--- config.mk ---
export PLATFORM = sky130hd
export DESIGN_NAME = fetch_sequencer_flat
export DESIGN_NICKNAME = d
export VERILOG_FILES = /design/src/rtl/fetch_sequencer_if.sv /design/src/rtl/fetch_sequencer.sv /design/src/flat_wrapper.sv
export SDC_FILE = /design/constraint.sdc
export NUM_CORES = 1
export LEC_CHECK = 0
export CAP_MARGIN = 20
export CORE_MARGIN = 10
export CORE_UTILIZATION = 39
export CTS_BUF_LIST = sky130_fd_sc_hd__clkbuf_8
export CTS_CLUSTER_DIAMETER = 120
export DETAILED_ROUTE_END_ITERATION = 10
export GPL_TIMING_DRIVEN = 0
export PLACE_DENSITY = 0.8
export SYNTH_ARGS = -nofsm -noshare
export SYNTH_HDL_FRONTEND = slang
export SYNTH_SLANG_ARGS = --single-unit
--- constraint.sdc ---
create_clock -name clk -period 3.37 [get_ports clk]
set_clock_uncertainty 0.05 [all_clocks]
set_input_delay 0.8425 -clock clk [delete_from_list [all_inputs] [get_ports clk]]
set_output_delay 0.8425 -clock clk [all_outputs]
set_load 0.005 [all_outputs]
--- src/rtl/fetch_sequencer_if.sv ---
// +-----------------------------------------------------------------------------
// | fetch_sequencer_if : instruction-memory request/response bus
// | Rev 1.0
// +-----------------------------------------------------------------------------
`default_nettype none

interface fetch_sequencer_if;
  logic        req;
  logic [31:0] addr;
  logic        ready;
  logic [31:0] rdata;

  modport master (output req, output addr, input ready, input rdata);
  modport slave  (input req, input addr, output ready, output rdata);
endinterface

`default_nettype wire

--- src/rtl/fetch_sequencer.sv ---
// +-----------------------------------------------------------------------------
// | fetch_sequencer : IDLE/FETCH/ISSUE program-counter and fetch sequencer.
// | Optional macro FETCH_JUMP_EN enables the jump path.  Rev 1.0
// +-----------------------------------------------------------------------------
`default_nettype none

module fetch_sequencer #(
  parameter logic [31:0] RESET_PC = 32'h0000_0000
) (
  input  wire logic        clk,
  input  wire logic        rst_n,
  input  wire logic        stall,
  input  wire logic        branch_taken,
  input  wire logic [31:0] branch_target,
  input  wire logic        jump,
  input  wire logic [25:0] jump_target,
  fetch_sequencer_if.master imem,
  output logic [31:0]      pc_out,
  output logic [31:0]      pc_plus4,
  output logic [31:0]      instr_out,
  output logic             instr_valid
);

  localparam logic [1:0] ST_IDLE  = 2'd0;
  localparam logic [1:0] ST_FETCH = 2'd1;
  localparam logic [1:0] ST_ISSUE = 2'd2;

  logic [1:0]  state_q, state_d;
  logic [31:0] pc_q, pc_d;
  logic [31:0] instr_q, instr_d;
  logic [31:0] pc_inc;
  logic [31:0] next_pc;

  assign pc_inc = pc_q + 32'd4;

`ifdef FETCH_JUMP_EN
  logic unused_bits;
  assign unused_bits = ^branch_target[1:0];

  always_comb begin
    next_pc = pc_inc;
    if (jump) begin
      next_pc = {pc_inc[31:28], jump_target, 2'b00};
    end else if (branch_taken) begin
      next_pc = {branch_target[31:2], 2'b00};
    end
  end
`else
  // jump inputs stay on the port list so both builds share one pinout
  logic unused_bits;
  assign unused_bits = ^{jump, jump_target, branch_target[1:0]};

  always_comb begin
    next_pc = pc_inc;
    if (branch_taken) begin
      next_pc = {branch_target[31:2], 2'b00};
    end
  end
`endif

  always_ff @(posedge clk) begin
    if (!rst_n) begin
      state_q <= ST_IDLE;
      pc_q    <= RESET_PC;
      instr_q <= 32'h0000_0000;
    end else begin
      state_q <= state_d;
      pc_q    <= pc_d;
      instr_q <= instr_d;
    end
  end

  always_comb begin
    state_d = state_q;
    pc_d    = pc_q;
    instr_d = instr_q;
    case (state_q)
      ST_IDLE: state_d = ST_FETCH;
      ST_FETCH: begin
        if (imem.ready) begin
          instr_d = imem.rdata;
          state_d = ST_ISSUE;
        end
      end
      ST_ISSUE: begin
        if (!stall) begin
          pc_d    = next_pc;
          state_d = ST_FETCH;
        end
      end
      default: state_d = ST_IDLE;
    endcase
  end

  always_comb begin
    imem.req    = (state_q == ST_FETCH);
    imem.addr   = pc_q;
    instr_valid = (state_q == ST_ISSUE);
    pc_out      = pc_q;
    pc_plus4    = pc_inc;
    instr_out   = instr_q;
  end

endmodule

`default_nettype wire

--- src/flat_wrapper.sv ---
// flat-port wrapper written by rule: the top's interface ports become plain ports
module fetch_sequencer_flat 
#(
  parameter logic [31:0] RESET_PC = 32'h0000_0000
)
  (clk, rst_n, stall, branch_taken, branch_target, jump, jump_target, pc_out, pc_plus4, instr_out, instr_valid, imem_req, imem_addr, imem_ready, imem_rdata);
  fetch_sequencer_if imem_i ();
  input  wire logic clk;
  input  wire logic rst_n;
  input  wire logic stall;
  input  wire logic branch_taken;
  input  wire logic [31:0] branch_target;
  input  wire logic jump;
  input  wire logic [25:0] jump_target;
  output logic [31:0] pc_out;
  output logic [31:0] pc_plus4;
  output logic [31:0] instr_out;
  output logic instr_valid;
  output wire logic [$bits(imem_i.req)-1:0] imem_req;
  output wire logic [$bits(imem_i.addr)-1:0] imem_addr;
  input wire logic [$bits(imem_i.ready)-1:0] imem_ready;
  input wire logic [$bits(imem_i.rdata)-1:0] imem_rdata;
  assign imem_req = imem_i.req;
  assign imem_addr = imem_i.addr;
  assign imem_i.ready = imem_ready;
  assign imem_i.rdata = imem_rdata;
  fetch_sequencer #(.RESET_PC(RESET_PC)) u_core (.clk(clk), .rst_n(rst_n), .stall(stall), .branch_taken(branch_taken), .branch_target(branch_target), .jump(jump), .jump_target(jump_target), .imem(imem_i), .pc_out(pc_out), .pc_plus4(pc_plus4), .instr_out(instr_out), .instr_valid(instr_valid));
endmodule
==> results of run 1 <==
report_power, final:
| group | switching (mW) | internal [mW] |
|---|---|---|
| Clock | 0.341 | 0.288 |
| Combinational | 0.134 | 0.174 |
| Sequential | 0.0208 | 0.780 |
| Total | 0.496 | 1.24 |
metrics by stage:
step | util, % | area (um2) | power [mW] | hold slack (ps)
finish | 67.9 | 6360 | 1.74 | 410
global route | 67.9 | 6360 | 1.81 | 423
CTS | 67.0 | 6280 | 1.74 | 410
detailed placement | 62.7 | 5870 | 1.12 | 397
global placement | 62.7 | 5870 | 1.11 | 392
floorplan | - | 3820 | 0.930 | 403
cells in the final DEF (no fill, tap or decap), drive strengths merged, types with 12 or more instances in the layout:
| cell | n |
|---|---|
| nand3 | 25 |
| a21oi | 49 |
| o21ai | 20 |
| dfxtp | 64 |
| nand2 | 91 |
| clkbuf | 40 |
| nor2 | 32 |
| xnor2 | 12 |
| clkdlybuf4s50 | 181 |
| xor2 | 16 |
| nor3 | 20 |
| buf | 60 |
cell families after synthesis:
group           after synthesis  share of synthesized area [%]
compound gates              113                           18.0
xor+xnor                     28                           6.45
fa+ha+maj                     1                          0.329
buf+inv                      83                           12.2
flops                        64                           33.7
mux                           6                           1.58
other cells                   1                         0.0986
simple gates                209                           27.6
synthesized netlist by cell type, types with 2 or more instances:
library cell	n	area, um2
a22o_1	6	52.6
o211ai_1	2	15.0
and4_1	3	26.3
o21ai_0	20	100
xor2_1	16	140
nand3_1	23	115
nand4_1	9	56.3
o31ai_1	2	15.0
nor4_1	3	18.8
nand2_1	90	338
xnor2_1	12	105
clkbuf_1	32	120
or4_1	2	15.0
a21oi_1	49	245
buf_2	7	35.0
nor3_2	2	20.0
dfxtp_1	64	1280
nor2b_1	7	43.8
nor2_1	32	120
a31oi_1	10	62.6
nor3_4	2	32.5
a211oi_1	2	15.0
a41o_1	2	20.0
buf_4	36	270
a21o_1	2	15.0
mux2i_1	6	60.1
nand3b_1	2	15.0
nand2b_1	2	12.5
a22oi_1	9	67.6
inv_1	4	15.0
and3_1	7	43.8
nor3_1	16	80.1
worst max-delay path, stage by stage, from the launching register on:
cell and delay, ps:
dfxtp_2 350, clkbuf_8 160, nand4_1 240, nor2_2 260, and3_4 270, nand4_1 120
xnor2_1 190, clkdlybuf4s50_1 530
per-layer routing:
metal | up-vias | track usage (%)
met3 | 37 | 5.71
met5 | - | 0
met1 | 2118 | 25.0
met2 | 314 | 37.2
met4 | 0 | 8.09
li1 | 2144 | -
flip-flops by register name, summed over array words and instances, names as in the netlist:
signal,cells
u_core.instr_out,32
u_core.imem.addr,30
u_core.state_q,2
cell type report:
class | instances | area [um2]
Tap cell | 129 | 161
Timing Repair Buffer | 204 | 2020
Sequential cell | 64 | 1300
Buffer | 75 | 470
Inverter | 5 | 18.8
Fill cell | 818 | 3010
Clock inverter | 6 | 45.0
Multi-Input combinational cell | 363 | 2210
Clock buffer | 10 | 138
final timing paths:
| check | start | to |
|---|---|---|
| worst min register to register | u_core.instr_out[24] | u_core.instr_out[24] |
| worst min-delay path | u_core.instr_out[24] | u_core.instr_out[24] |
| worst max-delay path | u_core.imem.addr[10] | pc_plus4[31] |
| worst max register to register | u_core.state_q[1] | u_core.imem.addr[16] |
what timing repair did:
item,in CTS,in global routing
pin swaps,8,8
resized for setup,48,15
gates cloned,0,0
setup buffers,12,3
endpoints found under the setup margin,19,12
==> qor.yml, run 1 <==
timing:
  max_slew_margin_pct: 55.6
  setup_viol: 0
  drv_slew: 0
  hold_violations: 0
  fmax_mhz: 297
  rsz0062_at_grt: "yes"
  min_period_ps: 3360
  tightest_slew_ps: 667
  worst_slack_ps: 6.66
  period_share_pct: 99.8
  fin_setup_tns_ps: 0
clocking:
  hold_buffers: 0
  path_clk_slew_ps: 80
  cts_tree: "built"
  root_buffer: "clkbuf_8"
  insertion_delay_ps: 340
  cts_buffer_depth: 2
  htree_levels: 3
  clock-sinks: 64
  cts_buffers: 9
setup_path:
  cp-start-kind: "register"
  ff2ff_path_depth: 7
  rrSetupSlack_ps: 1020
  end_kind: "output port"
  crit_path_max_fanout: 7
  cp.arrival_ps: 2470
  setup.worst_path.class: "register to output port"
  worstPathRequired_ps: 2480
global_route:
  grt_pass1_wl_um: 25100
  grt.total_usage_pct: 21.6
  antenna_found_initial: 0
  first_global_vias: 4638
  grt_overflow: 0
  grt_max_degree: 13
logic_synthesis:
  ys_async_sr_fraction_pct: 0
  yosysWarnings: 0
  avgSynthCellArea_um2: 7.53
  synth_area_mm2: 0.00380
  synth_flop_cell: "dfxtp_1"
  synth_edf_count: 0
  syn_inst: 505
  synth.ff_latch_count: 64
  synth.distinct_cells: 56
  ys_seq_area_share_pct: 33.7
drt:
  drt_wl_total_um: 16100
  drt-met1-wl_um: 6100
  routed.top_layer: "met4"
  viasPerCell: 5.39
  drt_iter0_markers: 318
  wl_per_cell_um: 18.8
  wl_met2_um: 7950
  dr.pass1.iters: 5
  drtAntennaViolNets: 0
  routed-wl-met3_um: 1600
  route.detailed.drc: 0
  via_count: 4613
placed_design:
  dpl_worst_slack_ps: -479
  dp_cells: 828
  dp_hpwl_um: 12000
  place_congestion: 0.887
  port_buffers: 189
power_and_ir_drop:
  power_density_mw_per_mm2: 273
  ir_worst_vdd_mv: 0.194
  leakage_nw: 2.57
final_layout:
  fin_nets: 819
  drive_above_1_share_pct: 16.4
  antenna_cells: 0
  final_cell_count_no_fill: 856
  syn2layout_area_growth_pct: 67.3
worst_hold_path:
  hold_path_depth: 2
  hold_path_class: "register to register"
job:
  maxCapViolCount: 0
floorplanning:
  core_mm2: 0.00937
  die_x_um: 119
  dieArea_mm2: 0.0141
  rows: 35
  start_util_pct: 40.6
  die_y_um: 119
  io_pins: 226
outcome:
  status: "finished clean"
(Power assumes the default switching activity.)
==> inputs of run 2 (changes only) <==
--- a/config.mk
+++ b/config.mk
@@ -11,8 +11,7 @@
 export CTS_BUF_LIST = sky130_fd_sc_hd__clkbuf_8
 export CTS_CLUSTER_DIAMETER = 120
 export DETAILED_ROUTE_END_ITERATION = 10
-export GPL_TIMING_DRIVEN = 0
-export PLACE_DENSITY = 0.8
+export PLACE_DENSITY = 0.83
 export SYNTH_ARGS = -nofsm -noshare
 export SYNTH_HDL_FRONTEND = slang
 export SYNTH_SLANG_ARGS = --single-unit
==> run 2 against run 1 <==
Net effect:
- cell area is 3.4% lower
- flip-flop and latch count stayed put
- critical path depth is 2 lower
- final cell count is 5.3% lower
- sequential power hardly changed
- first-iteration DRC count is 14% lower
- routed wire length is 9.9% lower
- clock power is 16% higher
==> qor.yml, run 2 (same netlist as run 1, synthesis figures left out) <==
global_route:
  grt_max_degree: 47  # +34
  antenna_found_initial: 0  # unchanged
  grt_overflow: 0  # unchanged
  grt_pass1_wl_um: 22400  # -11%
  first_global_vias: 4248  # -8.4%
  grt.total_usage_pct: 19.0  # -2.6 points
setup_path:
  setup.worst_path.class: "register to output port"
  cp.arrival_ps: 2360  # -110 ps
  worstPathCellList: "nand4_1 > nor3_1 > nand3_2 > xnor2_1 > clkdlybuf4s50_1"
  cp-start-kind: "register"
  crit_path_max_fanout: 4  # -3
  worstPathRequired_ps: 2480  # about the same
  cp_slowest_cell: "clkdlybuf4s50_1"
  critical_path.max_stage_delay_ps: 520  # about the same
  end_kind: "output port"
timing:
  tightest_slew_ps: 657  # -10.0 ps
  drv_slew: 0  # unchanged
  period_share_pct: 96.5  # -3.3 points
  fmax_mhz: 307  # +3.4%
  setup_viol: 0  # unchanged
  hold_violations: 0  # unchanged
  worst_slack_ps: 117  # +111 ps
  min_period_ps: 3250  # -111 ps
  max_slew_margin_pct: 56.2  # +0.62 points
final_layout:
  largest_reg_flops: 32  # unchanged
  final_common_cell: "clkdlybuf4s50_1"
  design_area_mm2: 0.00614  # -3.4%
  syn2layout_area_growth_pct: 61.6
  drive_above_1_share_pct: 14.8  # -1.6 points
  most-common-layout-cells: "clkdlybuf4s50_1 (182), nand2_1 (89), dfxtp_1 (54)"
  fin_nets: 774  # -5.5%
  antenna_cells: 0  # unchanged
clocking:
  clock-sinks: 64  # unchanged
  root_buffer: "clkbuf_8"
  cts_buffer_depth: 2  # unchanged
  cts_buffers: 9  # unchanged
  path_clk_slew_ps: 80  # about the same
  insertion_delay_ps: 330  # about the same
  htree_levels: 3  # unchanged
  cts_tree: "built"
floorplanning:
  dieArea_mm2: 0.0141  # unchanged
  start_util_pct: 40.6  # unchanged
  die_y_um: 119  # unchanged
  die_x_um: 119  # unchanged
  core_mm2: 0.00937  # unchanged
  rows: 35  # unchanged
  io_pins: 226  # unchanged
drt:
  dr.pass1.iters: 5  # unchanged
  drtAntennaViolNets: 0  # unchanged
  viasPerCell: 5.31  # -1.4%
  wl_per_cell_um: 17.8  # -4.9%
  drt_iter0_markers: 274  # -14%
  route.detailed.drc: 0  # unchanged
  drt_wl_total_um: 14500  # -9.9%
  via_count: 4310  # -6.6%
job:
  maxCapViolCount: 0  # unchanged
placed_design:
  placed_cell_area_mm2: 0.00568  # -3.2%
  dp_hpwl_um: 10900  # -8.8%
  place_congestion: 0.834  # -5.9%
  dpl_worst_slack_ps: 109  # +589 ps
  port_buffers: 190  # +0.53%
worst_hold_path:
  hold_path_class: "register to register"
power_and_ir_drop:
  leakage_nw: 2.43  # -5.4%
  power_density_mw_per_mm2: 295  # +8.0%
  power_mw: 1.81  # +4.3%
  ir_worst_vdd_mv: 0.218  # +12%
outcome:
  status: "finished clean"
## run 2: cell types whose count changed in the layout (fill, tap and decap cells not counted), moves of 4 or more
| cell | before | now |
|---|---|---|
| buf_4 | 51 | 41 |
| buf_6 | 6 | 2 |
| clkbuf_1 | 29 | 0 |
| dfxtp_1 | 50 | 54 |
| dfxtp_2 | 12 | 6 |
## run 2: critical path: cells and delay by family, from the launching register on
family | cells | cell delay (ps)
DFF | 1 | 380
xor gates and xnor gates | 1 | 170
and+or+nand+nor | 3 | 950
buffers and inverters | 1 | 520
## run 2: area by class of cell
class                           instances  area (um2)
Fill cell                             803        3230
Multi-Input combinational cell        363        2180
Clock buffer                            9         124
Tap cell                              129         161
Inverter                                5        18.8
Sequential cell                        64        1300
Timing Repair Buffer                  234        2260
Clock inverter                          7        96.3
## run 2: worst paths after layout
check,to,cells after the start,slack [ps],from
hold / removal,u_core.instr_out[6],2,410,u_core.instr_out[6]
setup / recovery,pc_plus4[29],5,120,u_core.imem.addr[10]
hold reg to reg,u_core.instr_out[6],2,410,u_core.instr_out[6]
setup reg to reg,u_core.imem.addr[26],7,1310,u_core.imem.addr[8]
## run 2: report_power, final
part	internal, mW	switching (mW)	leakage (nW)
combinational	0.165	0.121	1.80
sequential	0.779	0.0190	0.526
clock	0.418	0.313	0.107
total	1.36	0.452	2.43
## run 2: layer usage
layer	vias up	wire, um	global-route usage (%)
met2	206	7810	35.1
met3	16	1120	6.00
met1	2031	5320	20.2
met5	-	0	0
li1	2057	-	-
met4	0	211	5.11
## run 2: through the flow
step / utilization, % / TNS (ps) / hold slack [ps] / instances
6_report: 65.6 / 0 / 407 / 811
5_1_grt: 65.6 / -32.4 / 424 / 811
4_1_cts: 64.2 / 0 / 409 / 805
3_5_place_dp: 60.7 / 0 / 398 / 782
3_3_place_gp: 60.7 / 0 / 392 / 782
2_1_floorplan: - / 0 / 403 / 510
## run 2: what timing repair did
item                                   4_1_cts  5_1_grt
buffers inserted                             7        6
hold buffers                                 0        0
setup endpoints to repair                   10       13
pin swaps                                    8        7
cloned                                       0        0
endpoints found under the hold margin        0        0
resized for setup                           17       28
==> inputs of run 3 (changes only) <==
--- a/config.mk
+++ b/config.mk
@@ -5,13 +5,13 @@
 export SDC_FILE = /design/constraint.sdc
 export NUM_CORES = 1
 export LEC_CHECK = 0
-export CAP_MARGIN = 20
 export CORE_MARGIN = 10
 export CORE_UTILIZATION = 39
 export CTS_BUF_LIST = sky130_fd_sc_hd__clkbuf_8
 export CTS_CLUSTER_DIAMETER = 120
 export DETAILED_ROUTE_END_ITERATION = 10
 export PLACE_DENSITY = 0.83
+export SKIP_CTS_REPAIR_TIMING = 1
 export SYNTH_ARGS = -nofsm -noshare
 export SYNTH_HDL_FRONTEND = slang
 export SYNTH_SLANG_ARGS = --single-unit
==> run 3 against run 2 <==
Net effect:
- maximum frequency decreased by 0.84%
- power rose by 0.36%
- global-route usage down 0.19 points
- clock power increased by 0.8%
- final cell count decreased by 0.86%
- critical endpoint is now pc_plus4[28]
- largest cell class unchanged
==> qor.yml, run 3 (same netlist as run 1, synthesis figures left out) <==
worst_hold_path:
  hold_path_class: "register to register"
  min_to: "u_core.instr_out[6]"
  hp-start: "u_core.instr_out[6]"
  hold_path_depth: 2  # unchanged
setup_path:
  end_kind: "output port"
  worstPathRequired_ps: 2480  # about the same
  rr_startpoint: "u_core.imem.addr[16]"
  ff2ff_path_depth: 7  # unchanged
  setup.worst_path.class: "register to output port"
  cp-start-kind: "register"
  rrSetupSlack_ps: 1200  # -110 ps
  worstPathCellList: "and4_2 > or3b_4 > nor3_4 > xor2_1 > clkdlybuf4s50_1"
  crit_path_max_fanout: 8  # +4
  critical_path.max_stage_delay_ps: 520  # about the same
  cp.arrival_ps: 2390  # +30 ps
  timing.rr.end: "u_core.imem.addr[19]"
  cp_slowest_cell: "clkdlybuf4s50_1"
  cp-startpoint: "u_core.imem.addr[17]"
power_and_ir_drop:
  leakage_nw: 2.38  # -2.0%
  p_sw_share_pct: 25.1  # +0.17 points
  power_mw: 1.82  # +0.36%
  p_switching_mw: 0.457  # +1.0%
  power_density_mw_per_mm2: 301  # +2.0%
  power.internal_mw: 1.36  # +0.12%
  pwr-share-comb_pct: 15.7  # about the same
  ir_worst_vdd_mv: 0.218  # about the same
  sequentialPowerShare_pct: 43.9  # about the same
  clkPwrFrac_pct: 40.4  # about the same
placed_design:
  dp_hpwl_um: 10900  # unchanged
  port_buffers: 190  # unchanged
  place_congestion: 0.834  # unchanged
clocking:
  cts_buffers: 9  # unchanged
  path_clk_slew_ps: 80  # about the same
  cts_tree: "built"
  clock-sinks: 64  # unchanged
  cts_buffer_depth: 2  # unchanged
  htree_levels: 3  # unchanged
  root_buffer: "clkbuf_8"
  insertion_delay_ps: 340  # about the same
final_layout:
  fin_nets: 767  # -0.90%
  final_common_cell: "clkdlybuf4s50_1"
  syn2layout_area_growth_pct: 59.0
  drive_above_1_share_pct: 12.4  # -2.4 points
  antenna_cells: 0  # unchanged
  most-common-layout-cells: "clkdlybuf4s50_1 (183), nand2_1 (89), dfxtp_1 (58)"
  largest_reg_flops: 32  # unchanged
floorplanning:
  die_x_um: 119  # unchanged
  start_util_pct: 40.6  # unchanged
  io_pins: 226  # unchanged
  dieArea_mm2: 0.0141  # unchanged
  rows: 35  # unchanged
  core_mm2: 0.00937  # unchanged
  die_y_um: 119  # unchanged
drt:
  drt_iter0_markers: 298  # +8.8%
  wl_per_cell_um: 17.7  # -0.62%
  viasPerCell: 5.25  # -1.1%
  via_count: 4225  # -2.0%
  drt_wl_total_um: 14200  # -1.5%
  route.detailed.drc: 0  # unchanged
  dr.pass1.iters: 5  # unchanged
  drtAntennaViolNets: 0  # unchanged
timing:
  fin_setup_tns_ps: 0  # unchanged
  hold_violations: 0  # unchanged
  setup_viol: 0  # unchanged
  period_share_pct: 97.3  # +0.82 points
  drv_slew: 0  # unchanged
  fmax_mhz: 305  # -0.84%
  min_period_ps: 3280  # +27.6 ps
  rsz0062_at_grt: "yes"
  tightest_slew_ps: 656  # -0.476 ps
  max_slew_margin_pct: 56.2  # about the same
job:
  maxCapViolCount: 0  # unchanged
global_route:
  grt_overflow: 0  # unchanged
  grt_pass1_wl_um: 22200  # -1.0%
  grt_max_degree: 47  # unchanged
  antenna_found_initial: 0  # unchanged
  grt.total_usage_pct: 18.8  # -0.19 points
  first_global_vias: 4231  # -0.40%
outcome:
  status: "finished clean"
-- run 3: layout make-up --
type	count	area, um2
clock buffers	9	124
clock inverters	7	96.3
fillers	821	3320
inverters	5	18.8
multi-input cells	363	2140
flip-flops and latches	64	1290
well taps	129	161
repair buffers	227	2210
-- run 3: power groups by stage --
stage / clock network [mW] / logic (mW) / registers, mW
after floorplan: 0 / 0.112 / 0.818
after global placement: 0 / 0.279 / 0.815
after detailed placement: 0 / 0.286 / 0.817
after CTS: 0.750 / 0.288 / 0.800
after global routing: 0.782 / 0.310 / 0.802
final: 0.736 / 0.286 / 0.799
-- run 3: worst max-delay path, delay by kind of cell, from the launching register on --
kind,cells,cell delay [ps]
xor+xnor,1,160
simple gates,3,1000
buf+inv,1,520
flops,1,390
-- run 3: layer usage --
| metal | up-vias | wire, um | global-route usage, % |
|---|---|---|---|
| met1 | 1992 | 5410 | 19.9 |
| met2 | 172 | 7590 | 34.9 |
| met3 | 18 | 995 | 5.90 |
| met4 | 0 | 250 | 4.96 |
| met5 | - | 0 | 0 |
| li1 | 2043 | - | - |
-- run 3: metrics by stage --
stage,cell area [um2],worst slack [ps],instances,util (%),hold WS (ps)
floorplan,3820,549,510,-,403
global placement,5680,144,782,60.7,392
detailed placement,5680,109,782,60.7,398
CTS,5900,-274,798,63.0,409
global route,6050,-62.0,804,64.5,424
finish,6050,89.9,804,64.5,407
-- run 3: worst max-delay path by stage --
stage                         to  cells past startpoint  slack [ps]
finish              pc_plus4[28]                      5          90
global route        pc_plus4[28]                      6         -60
CTS                 pc_plus4[30]                      5        -270
detailed placement  pc_plus4[30]                      5         110
global placement    pc_plus4[28]                      6         140
floorplan           pc_plus4[28]                      6         550
